===== config.mk =====
export PLATFORM = sky130hd
export DESIGN_NAME = exp_normalize_seq
export DESIGN_NICKNAME = d
export VERILOG_FILES = /design/src/rtl/exp_normalize_seq.sv
export SDC_FILE = /design/constraint.sdc
export NUM_CORES = 1
export LEC_CHECK = 0
export ABC_CLOCK_PERIOD_IN_PS = 3800
export CORE_MARGIN = 1.5
export CORE_UTILIZATION = 54
export DETAILED_ROUTE_END_ITERATION = 6
export HOLD_SLACK_MARGIN = 0.03
export PLACE_DENSITY = 0.8
export SYNTH_ARGS = -nofsm -noshare
export SYNTH_HDL_FRONTEND = slang
export SYNTH_SLANG_ARGS = --single-unit

===== constraint.sdc =====
create_clock -name i_clk -period 3.8 [get_ports i_clk]
set_input_delay 0.57 -clock i_clk [delete_from_list [all_inputs] [get_ports i_clk]]
set_output_delay 0.57 -clock i_clk [all_outputs]
set_load 0.005 [all_outputs]

===== src/rtl/exp_normalize_seq.sv =====
`default_nettype none
// ============================================================================
// Module   : exp_normalize_seq
// Purpose  : Post-add FP normalizer: carry right-shift, 1-bit/cycle left-shift.
// Revision : 1.0 - initial release
// ============================================================================
module exp_normalize_seq #(
    parameter int SIZE_EXP = 8,
    parameter int SIZE_MAN = 27,
    parameter int SIZE_CNT = 5
) (
    input  logic                i_clk,
    input  logic                i_rst,
    input  logic                i_valid,
    output logic                o_ready,
    input  logic [SIZE_EXP-1:0] i_exp,
    input  logic [SIZE_MAN-1:0] i_man,
    output logic                o_valid,
    input  logic                i_ready,
    output logic [SIZE_EXP-1:0] o_exp,
    output logic [SIZE_MAN-1:0] o_man,
    output logic [SIZE_CNT-1:0] o_shift_count,
    output logic                o_zero,
    output logic                o_overflow,
    output logic                o_denormal
);

    localparam int                c_HID      = SIZE_MAN - 2;
    localparam int                c_CAR      = SIZE_MAN - 1;
    localparam logic [SIZE_EXP-1:0] c_EXP_ONE  = SIZE_EXP'(1);
    localparam logic [SIZE_EXP-1:0] c_EXP_ONES = {SIZE_EXP{1'b1}};
    localparam logic [SIZE_CNT-1:0] c_CNT_ONE  = SIZE_CNT'(1);

    typedef enum logic [1:0] {
        S_IDLE  = 2'd0,
        S_SHIFT = 2'd1,
        S_DONE  = 2'd2
    } state_t;

    state_t              r_state;
    logic                r_ready;
    logic                r_valid;
    logic [SIZE_EXP-1:0] r_exp;
    logic [SIZE_MAN-1:0] r_man;
    logic [SIZE_CNT-1:0] r_cnt;
    logic [SIZE_EXP-1:0] r_o_exp;
    logic [SIZE_MAN-1:0] r_o_man;
    logic [SIZE_CNT-1:0] r_o_cnt;
    logic                r_o_zero;
    logic                r_o_ovf;
    logic                r_o_den;

    logic                w_cls_done;
    logic [SIZE_EXP-1:0] w_cls_exp;
    logic [SIZE_MAN-1:0] w_cls_man;
    logic                w_cls_zero;
    logic                w_cls_ovf;
    logic                w_cls_den;
    logic [SIZE_EXP-1:0] w_exp_inc;

    logic                w_do_shift;
    logic [SIZE_EXP-1:0] w_exp_nx;
    logic [SIZE_MAN-1:0] w_man_nx;
    logic [SIZE_CNT-1:0] w_cnt_nx;
    logic                w_fin;

    // Classification of an incoming operand; anything not resolved here needs left shifts.
    always_comb begin
        w_exp_inc  = i_exp + c_EXP_ONE;
        w_cls_done = 1'b1;
        w_cls_exp  = i_exp;
        w_cls_man  = i_man;
        w_cls_zero = 1'b0;
        w_cls_ovf  = 1'b0;
        w_cls_den  = 1'b0;
        if (i_exp == c_EXP_ONES) begin
            w_cls_done = 1'b1;
        end else if (i_man == '0) begin
            w_cls_exp  = '0;
            w_cls_man  = '0;
            w_cls_zero = 1'b1;
        end else if (i_man[c_CAR]) begin
            if (w_exp_inc == c_EXP_ONES) begin
                w_cls_exp = c_EXP_ONES;
                w_cls_man = '0;
                w_cls_ovf = 1'b1;
            end else begin
                w_cls_exp = w_exp_inc;
                w_cls_man = {1'b0, i_man[c_CAR:2], i_man[1] | i_man[0]};
            end
        end else if (i_exp == '0) begin
            if (i_man[c_HID]) begin
                w_cls_exp = c_EXP_ONE;
            end else begin
                w_cls_exp = '0;
                w_cls_den = 1'b1;
            end
        end else if (!i_man[c_HID]) begin
            w_cls_done = 1'b0;
        end
    end

    always_comb begin
        w_do_shift = !r_man[c_HID] && (r_exp > c_EXP_ONE);
        w_man_nx   = w_do_shift ? (r_man << 1) : r_man;
        w_exp_nx   = w_do_shift ? (r_exp - c_EXP_ONE) : r_exp;
        w_cnt_nx   = w_do_shift ? (r_cnt + c_CNT_ONE) : r_cnt;
        w_fin      = w_man_nx[c_HID] || (w_exp_nx <= c_EXP_ONE);
    end

    always_ff @(posedge i_clk or posedge i_rst) begin
        if (i_rst) begin
            r_state  <= S_IDLE;
            r_ready  <= 1'b1;
            r_valid  <= 1'b0;
            r_exp    <= '0;
            r_man    <= '0;
            r_cnt    <= '0;
            r_o_exp  <= '0;
            r_o_man  <= '0;
            r_o_cnt  <= '0;
            r_o_zero <= 1'b0;
            r_o_ovf  <= 1'b0;
            r_o_den  <= 1'b0;
        end else begin
            case (r_state)
                S_IDLE: begin
                    if (i_valid) begin
                        r_ready <= 1'b0;
                        r_cnt   <= '0;
                        r_exp   <= i_exp;
                        r_man   <= i_man;
                        if (w_cls_done) begin
                            r_state  <= S_DONE;
                            r_valid  <= 1'b1;
                            r_o_exp  <= w_cls_exp;
                            r_o_man  <= w_cls_man;
                            r_o_cnt  <= '0;
                            r_o_zero <= w_cls_zero;
                            r_o_ovf  <= w_cls_ovf;
                            r_o_den  <= w_cls_den;
                        end else begin
                            r_state <= S_SHIFT;
                        end
                    end
                end
                S_SHIFT: begin
                    r_exp <= w_exp_nx;
                    r_man <= w_man_nx;
                    r_cnt <= w_cnt_nx;
                    if (w_fin) begin
                        // Bottoming out at exponent 1 without a hidden bit yields a denormal.
                        r_state  <= S_DONE;
                        r_valid  <= 1'b1;
                        r_o_exp  <= w_man_nx[c_HID] ? w_exp_nx : '0;
                        r_o_man  <= w_man_nx;
                        r_o_cnt  <= w_cnt_nx;
                        r_o_zero <= 1'b0;
                        r_o_ovf  <= 1'b0;
                        r_o_den  <= !w_man_nx[c_HID];
                    end
                end
                S_DONE: begin
                    if (i_ready) begin
                        r_state <= S_IDLE;
                        r_valid <= 1'b0;
                        r_ready <= 1'b1;
                    end
                end
                default: begin
                    r_state <= S_IDLE;
                    r_valid <= 1'b0;
                    r_ready <= 1'b1;
                end
            endcase
        end
    end

    assign o_ready       = r_ready;
    assign o_valid       = r_valid;
    assign o_exp         = r_o_exp;
    assign o_man         = r_o_man;
    assign o_shift_count = r_o_cnt;
    assign o_zero        = r_o_zero;
    assign o_overflow    = r_o_ovf;
    assign o_denormal    = r_o_den;

endmodule
`default_nettype wire


==> run_results.csv <==
group,metric,value,unit
sta,hold_viol_final,0,
placement,place_congestion,0.8845,
synth,avgSynthCellArea,9.562,um2
pwr,switching_share,37.07,%
detailed_routing,drt_first_pass_iters,7,
sta,rsz0062_at_grt,"false",
sta,setup_tns,0,ns
floorplanning,coreArea,0.009328,mm2
synth,syn_nets,593,
global_route,grt_pass1_vias,4674,
synth,synthArstFlopShare,100.0,%
layout,multi_input_area,0.002709,mm2
detailed_routing,num_vias,4834,
detailed_routing,drc,19,
global_route,grt_antenna_before_repair,0,
detailed_routing,wl_per_cell,18.86,um
sta,finalCriticalPeriod,3.327,ns
sta,slew_headroom,12.71,%
clock_tree,hold_buffers,0,
synth,synthTopCellsByCount,"dfrtp_1 (86), a21oi_1 (47), nor2_1 (42)",
sta,setup_ws,0.4725,ns
layout,final_cells,748,
pwr,p_comb_share,42.4,%
layout,drive_gt1_share,10.02,%
synth,synth_top_area_cell,"dfrtp_1",
synth,ys_warn_count,0,
hold_path,min_path_type,"reg -> reg",
synth,synthFlopType,"dfrtp_1",
clock_tree,htree_levels,3,
synth,synth-simple-area-share,13.23,%
clock_tree,clockBufferDepth,2,
clock_tree,ctsResizeCount,0,
global_route,grt_max_degree,88,
placement,pre_cts_ws,0.2598,ns
pwr,ir_worst_vdd,0.3361,mV
detailed_routing,ant_nets,0,
synth,synth-compound-area-share,22.90,%
synth,yosys-mux-area-fraction,12.87,%
status,violations,"DRC",
detailed_routing,wl,14.11,mm
floorplanning,start_util,56.18,%
setup_path,critical-path-top-delay-family,"compound AO/OA/AOI/OAI gates",
pwr,internal-power,2.527,mW
status,status,"finished, violations left",
synth,synth.area.top_cells,"dfrtp_1 (41%), mux2i_1 (5.3%), mux2_1 (4.7%)",
floorplanning,ios,84,
floorplanning,die-width,101.5,um
pwr,p_clk_share,17.1,%
setup_path,crit_fanout,25,
synth,ys_seq_area_share,41.57,%
floorplanning,die_h,101.5,um
pwr,power_density,629.1,mW/mm2
placement,placed_cells,732,
synth,synth_cells,548,
setup_path,cp.required,4.07,ns
clock_tree,cts.sinks,87,
synth,synth_most_common_cell,"dfrtp_1",
sta,min_period_over_period,87.56,%
floorplanning,rows,35,
layout,fill_cells,754,
setup_path,worstSetupPathType,"in -> reg",
sta,slew_viol_final,0,
detailed_routing,first_iter_violations,518,
clock_tree,insertion_delay,0.36,ns
sta,fin_worst_skew,0.01082,ns
detailed_routing,vias_per_cell,6.463,
synth,synth-seq-cells,87,
setup_path,endpoint_kind,"flop",
synth,synth_xor_area_share,1.003,%
setup_path,slowest_delay,1.05,ns
clock_tree,path_clk_slew,0.09,ns
setup_path,critPathLaunchType,"input pin",
layout,final_nets,659,
pwr,power,4.015,mW
global_route,grt_pass1_wl,22.93,mm
pwr,p_sw,1.488,mW
flow_run,cap_violations,0,
pwr,p_leak,2.556,nW
placement,dp_hpwl,9.668,mm
setup_path,cpMostUsedCell,"mux2i_1",
floorplanning,die_area,0.01030,mm2
pwr,pwr-share-seq,40.6,%
sta,setup_violations,0,
clock_tree,postCtsSetupRepairBufs,0,
setup_path,path_cells,"clkdlybuf4s50_1 -> ha_1 -> nor2b_1 -> a21oi_1 -> mux2i_1 -> a21oi_2 -> a222oi_1 -> mux2i_1",
synth,ys_types,63,
synth,synth_area,0.005240,mm2
clock_tree,cts_tree,"done",
clock_tree,cts_made_buffers,9,
sta,max_freq,0.3005,GHz
synth,synth_top_area_share,41.07,%
synth,synth_top_family_by_area,"compound AO/OA/AOI/OAI gates",
sta,worstMarginPinSlew,1.309,ns
global_route,grt_use_total,28.19,%
setup_path,crit_slowest_cell,"a21oi_2",
layout,area_growth,21.80,%
clock_tree,cts-root-buf,"clkbuf_8",
layout,n_antenna_cell,0,
setup_path,cp_num_buf_inv,1,
global_route,grt-ovfl-total,0,
synth,synthAdderAreaFrac,1.433,%
placement,port_buffers,83,
synth,synth_edf_count,0,
layout,seqCellArea,0.002178,mm2
setup_path,crit_arrival,3.60,ns
[cell usage in the layout (no fill, tap or decap), types with 4 or more instances in the layout]
master            n
inv_1            33
mux2_1           22
nand2_1          25
o31ai_1           5
and4_1            4
nor4_1           11
dfrtp_1          86
nor3_1           10
o41ai_1           4
ha_1              6
o21ai_0           8
nor3b_1           5
mux2_2           13
a222oi_1         24
clkbuf_8         10
o22a_1            6
buf_4            17
nand3_1          13
a31oi_1           5
xnor2_1           4
o21ai_1          12
o22ai_1          27
nand4_1           5
o32ai_1           4
a21oi_1          46
nor2_1           41
clkdlybuf4s50_1  83
mux2i_1          28
[cell families (layout without fill, tap and decap cells)]
group,count (synthesis),in the layout
multiplexers,63,63
XOR/XNOR,6,6
AO/OA/AOI/OAI,170,170
flip-flops,87,87
adder cells (fa/ha/maj),6,6
AND/OR/NAND/NOR,135,135
buffers and inverters,81,152
[flip-flops by register name, summed over array words and instances, names as in the netlist]
signal / cells
o_denormal: 1
o_exp: 8
o_man: 27
o_overflow: 1
o_ready: 1
o_shift_count: 5
o_valid: 1
o_zero: 1
r_cnt: 5
r_exp: 8
r_man: 27
r_state: 2
[per-stage QoR]
| stage | area, um2 | util [%] | hold WS [ns] |
|---|---|---|---|
| 2_1_floorplan | 5240 | - | 0.4505 |
| 3_3_place_gp | 6176 | 66.21 | 0.4529 |
| 3_5_place_dp | 6176 | 66.21 | 0.4584 |
| 4_1_cts | 6382 | 68.42 | 0.4727 |
| 5_1_grt | 6382 | 68.42 | 0.5035 |
| 6_report | 6382 | 68.42 | 0.4695 |
[area by class of cell]
type / instances / area share [%]
timing repair buffer: 102 / 15.64
sequential: 87 / 34.13
multi-input combinational: 380 / 42.44
clock buffer: 10 / 2.156
clock inverter: 6 / 1.078
tap: 129 / 2.529
inverter: 34 / 2.019
[worst paths after layout]
kind | startpoint | slack, ns | end | cells after the start
max in group asynchronous | i_rst | 2.80 | o_man[12] | 3
min in group asynchronous | i_rst | 0.59 | o_man[4] | 3
min reg2reg | o_ready | 0.47 | o_ready | 2
max reg2reg | r_exp[1] | 0.60 | o_man[14] | 9
max | i_exp[0] | 0.47 | o_man[11] | 8
min | o_ready | 0.47 | o_ready | 2
[per-layer routing]
metal	global-route usage, %	wire [um]	vias up	part of all wire [%]
met1	38.92	5854	2367	41
met2	45.49	6900	232	49
met5	0	0	-	0
met3	4.624	1080	26	7.7
li1	-	-	2209	-
met4	9.081	276	0	2.0
[power groups by stage]
stage,registers [mW],logic [mW],clock network (mW)
detailed placement,1.63,1.69,0
finish,1.63,1.70,0.685
global placement,1.62,1.65,0
global route,1.68,1.85,0.736
CTS,1.62,1.70,0.692
floorplan,1.52,1.06,0
[worst reg2reg max path, cell delays in order, from the launching register on]
cell and delay [ns]:
dfrtp_1 0.43, inv_1 0.14, ha_1 0.28, or4b_4 0.52, o31ai_2 0.23, a31oi_1 0.14
o41a_1 0.39, nor2_4 0.52, buf_4 0.29, mux2i_1 0.20
Note: power is estimated with default switching activity, not from simulation.
==> patch 1: new RTL, same settings <==
Set the parameter `SIZE_EXP` to 16 (it was 8).
--- a/src/rtl/exp_normalize_seq.sv
+++ b/src/rtl/exp_normalize_seq.sv
@@ -5,7 +5,7 @@
 // Revision : 1.0 - initial release
 // ============================================================================
 module exp_normalize_seq #(
-    parameter int SIZE_EXP = 8,
+    parameter int SIZE_EXP = 16,
     parameter int SIZE_MAN = 27,
     parameter int SIZE_CNT = 5
 ) (
Interface: changed (resized i_exp and o_exp); port bits go from 84 to 100. No check against the original RTL was run, so the function may have changed too.
==> patch 1 against the original RTL <==
Global-route usage up 3.7 points; final cell count up 50%; largest power group unchanged; power up 40%; core utilization down 1.4 points; combinational power up 56%; hold slack better by 0.032 ns; worst setup slack worse by 0.18 ns; clock skew down 0.0012 ns; wire length up 56%; register-to-register slack worse by 0.30 ns; sequential cell count up 16; sequential share of layout area down 5.1 points; final area up 39%; synthesized area up 40%.
==> patch 1: results <==
metrics = {
    "setup_path": {
        "regToRegStartpoint": "r_exp[0]$_DFFE_PP0P_",
        "max_stage_delay_ns": 0.48,
        "worst-path-max-fanout": 16,
        "path_class": "flip-flop to flip-flop",
    },
    "detailed_routing": {
        "via_per_inst": 6.48,
        "wl_met1_um": 8950,
        "drt-initial-drc-count": 712,
    },
    "worst_hold_path": {
        "min-delay-start": "o_shift_count[3]$_DFFE_PP0P_",
        "hold_end": "o_shift_count[3]$_DFFE_PP0P_",
    },
    "power_and_ir_drop": {
        "ir_worst_vdd_v": 0.000415,
        "clkPwrFrac_pct": 16.4,
        "comb_power_w": 0.00265,
        "p_switching_w": 0.00225,
    },
    "grt": {
        "grt_start_max_net_pins": 57,
        "track_usage_pct": 31.9,
        "grt_pass1_vias": 6882,
    },
    "yosys": {
        "synthTopCellsByCount": "102 x dfrtp_1, 71 x nor2_1, 61 x a21oi_1",
        "synthAdderAreaFrac_pct": 1.03,
        "synth_compound_area_share_pct": 20.0,
        "synth_cell_types": 69,
        "synth_area_leaders": "dfrtp_1 35%, mux2i_1 6.8%, mux2_2 5.7%",
        "yosysSeqAreaShare_pct": 35.3,
    },
    "placement": {
        "routabilityCongestion": 0.970,
        "port_buffers": 99,
        "dp_hpwl_um": 15500,
    },
    "cells_and_area": {
        "drive_gt1_share_pct": 12.9,
    },
    "clock_network": {
        "root_buffer": "clkbuf_16",
        "path_clk_slew_ns": 0.07,
    },
    "timing": {
        "skew_ns": 0.00967,
    },
    "status": {
        "status": "complete, no violations",
    },
}
-- patch 1: changes by cell type after synthesis, sizes merged, moves of 14 or more --
cell / before / now
a31oi: 6 / 28
nand3: 13 / 43
dfrtp: 86 / 102
a21oi: 47 / 61
clkbuf: 34 / 60
nor2: 43 / 71
a222oi: 24 / 0
nand2: 25 / 44
mux2i: 28 / 50
o21ai: 20 / 56
-- patch 1: final cells by class --
cell class              instances  area (um^2)
repair buffers                148         1380
inverters                      39          149
fillers                      1090         4360
clock inverters                 6         51.3
well taps                     176          220
multi-input cells             639         4260
clock buffers                  10          239
flip-flops and latches        103         2580
-- patch 1: through the flow --
stage / area [um^2] / instances / hold WS [ns] / total power (W)
final: 8880 / 1121 / 0.502 / 0.00563
after global routing: 8880 / 1121 / 0.514 / 0.00599
after global placement: 8580 / 1104 / 0.471 / 0.00460
after floorplan: 7310 / 857 / 0.450 / 0.00358
after CTS: 8870 / 1120 / 0.499 / 0.00561
after detailed placement: 8580 / 1104 / 0.485 / 0.00467
==> patch 2: new RTL, same settings <==
Without the edit above. Re-encode `state_t` (3 states) as one-hot, 3 bits wide.
--- a/src/rtl/exp_normalize_seq.sv
+++ b/src/rtl/exp_normalize_seq.sv
@@ -31,10 +31,10 @@
     localparam logic [SIZE_EXP-1:0] c_EXP_ONES = {SIZE_EXP{1'b1}};
     localparam logic [SIZE_CNT-1:0] c_CNT_ONE  = SIZE_CNT'(1);
 
-    typedef enum logic [1:0] {
-        S_IDLE  = 2'd0,
-        S_SHIFT = 2'd1,
-        S_DONE  = 2'd2
+    typedef enum logic [2:0] {
+        S_IDLE  = 3'b001,
+        S_SHIFT = 3'b010,
+        S_DONE  = 3'b100
     } state_t;
 
     state_t              r_state;
Behaviour: no difference found for any inputs over 4 cycles, from zero or initial values and one cycle with i_rst high; so few cycles prove little.
==> patch 2 against the original RTL <==
Synthesized area increased by 6.4%; wire length increased by 6.3%; sequential share of layout area decreased by 1.6 points; critical endpoint is now o_man[3]$_DFFE_PP0P_; sequential cell count increased by 1; critical path type is now flip-flop to flip-flop; final area increased by 6.2%; worst setup slack improved by 0.062 ns.
Power is not compared: it rests on default switching activity, and its combinational part moved more than twofold at a synthesized area within 25%.
==> patch 2: results <==
metrics = {
    "grt": {
        "grt_start_max_net_pins": 66,
        "grt_pass1_vias": 4904,
        "grt_pass1_wl_um": 25000,
        "globalRouteMet3Util_pct": 4.49,
        "use_met1_pct": 39.2,
        "track_usage_pct": 28.5,
    },
    "setup_path": {
        "cp_slowest_cell": "or4_1",
        "r2r_slack_ns": 0.53,
        "worst_r2r_path_depth": 8,
        "max_stage_delay_ns": 0.59,
        "rr_endpoint": "o_man[3]$_DFFE_PP0P_",
        "regToRegStartpoint": "r_man[25]$_DFFE_PP0P_",
        "path_delay_family": "simple AND/OR/NAND/NOR gates",
    },
    "yosys": {
        "synth_fp_nets": 648,
        "synthTopCellsByCount": "86 x dfrtp_1, 77 x nor2_1, 62 x nand2_1",
        "synth_cell_types": 58,
    },
    "placement": {
        "dp_hpwl_um": 10600,
        "routabilityCongestion": 0.887,
    },
    "cells_and_area": {
        "drive_gt1_share_pct": 16.8,
        "fillers": 813,
    },
    "status": {
        "status": "complete, no violations",
    },
    "detailed_routing": {
        "dr.pass1.iters": 5,
        "via_per_inst": 6.27,
        "wl_met2_um": 7090,
        "wl_met1_um": 6700,
    },
    "timing": {
        "tightest_slew_ns": 0.773,
        "skew_ns": 0.00991,
    },
}
==> patch 2: cell types whose count changed in the layout (fill, tap and decap cells not counted), moves of 22 or more <==
cell	delta
a221o_1	+24
a222oi_1	-23
nor2_1	+35
inv_1	-26
mux2_1	-22
nand2_1	+37
o21ai_0	+32
mux2_4	+29
mux2i_1	-25
==> patch 2: cells by family after synthesis <==
| group | synth area share [%] |
|---|---|
| simple gates | 18.2 |
| xor+xnor | 1.41 |
| buf+inv | 5.01 |
| mux | 14.7 |
| compound gates | 19.8 |
| fa+ha+maj | 1.35 |
| flops | 39.6 |
==> patch 2: worst max path at each step <==
| stage | from | endpoint | slack, ns | cells past startpoint |
|---|---|---|---|---|
| 2_1_floorplan | r_exp[0]$_DFFE_PP0P_ | o_exp[0]$_DFFE_PP0P_ | 0.91 | 10 |
| 3_3_place_gp | i_man[10] | o_man[5]$_DFFE_PP0P_ | 0.49 | 9 |
| 3_5_place_dp | i_man[10] | o_man[9]$_DFFE_PP0P_ | 0.46 | 9 |
| 4_1_cts | r_man[25]$_DFFE_PP0P_ | o_man[3]$_DFFE_PP0P_ | 0.59 | 8 |
| 5_1_grt | r_man[25]$_DFFE_PP0P_ | o_man[3]$_DFFE_PP0P_ | 0.32 | 8 |
| 6_report | r_man[25]$_DFFE_PP0P_ | o_man[3]$_DFFE_PP0P_ | 0.53 | 8 |
==> patch 2: power groups by stage <==
stage               Clock (W)  Sequential [W]  Combinational (W)
global placement            0        0.000954           0.000137
detailed placement          0        0.000954           0.000140
floorplan                   0        0.000954          0.0000590
finish               0.000758        0.000936           0.000141
global route         0.000808        0.000936           0.000154
CTS                  0.000769        0.000936           0.000141
==> patch 2: through the flow <==
step | worst slack, ns | hold WS [ns] | total power [W] | area (um^2) | cells
after floorplan | 0.907 | 0.456 | 0.00101 | 5570 | 603
after global placement | 0.488 | 0.456 | 0.00109 | 6540 | 795
after detailed placement | 0.459 | 0.471 | 0.00109 | 6540 | 795
after CTS | 0.594 | 0.486 | 0.00185 | 6780 | 811
after global routing | 0.323 | 0.501 | 0.00190 | 6780 | 811
final | 0.534 | 0.480 | 0.00183 | 6780 | 811
==> patch 2: layout make-up <==
cell class                 instances  area (um^2)  share of cell area [%]
timing repair buffer             105         1020                    15.1
clock buffer                      11          151                    2.23
inverter                           8         31.3                   0.462
sequential                        88         2200                    32.5
multi-input combinational        461         3120                    46.0
tap                              133          166                    2.46
clock inverter                     5         86.3                    1.27
==> patch 2: worst register-to-register path: stages, from the launching register on <==
cell and delay, ns:
dfrtp_1 0.54, or4_1 0.60, nor3_1 0.25, mux2i_1 0.38
nand4_2 0.19, o31ai_4 0.31, and2_4 0.34, buf_4 0.24
mux2_4 0.31
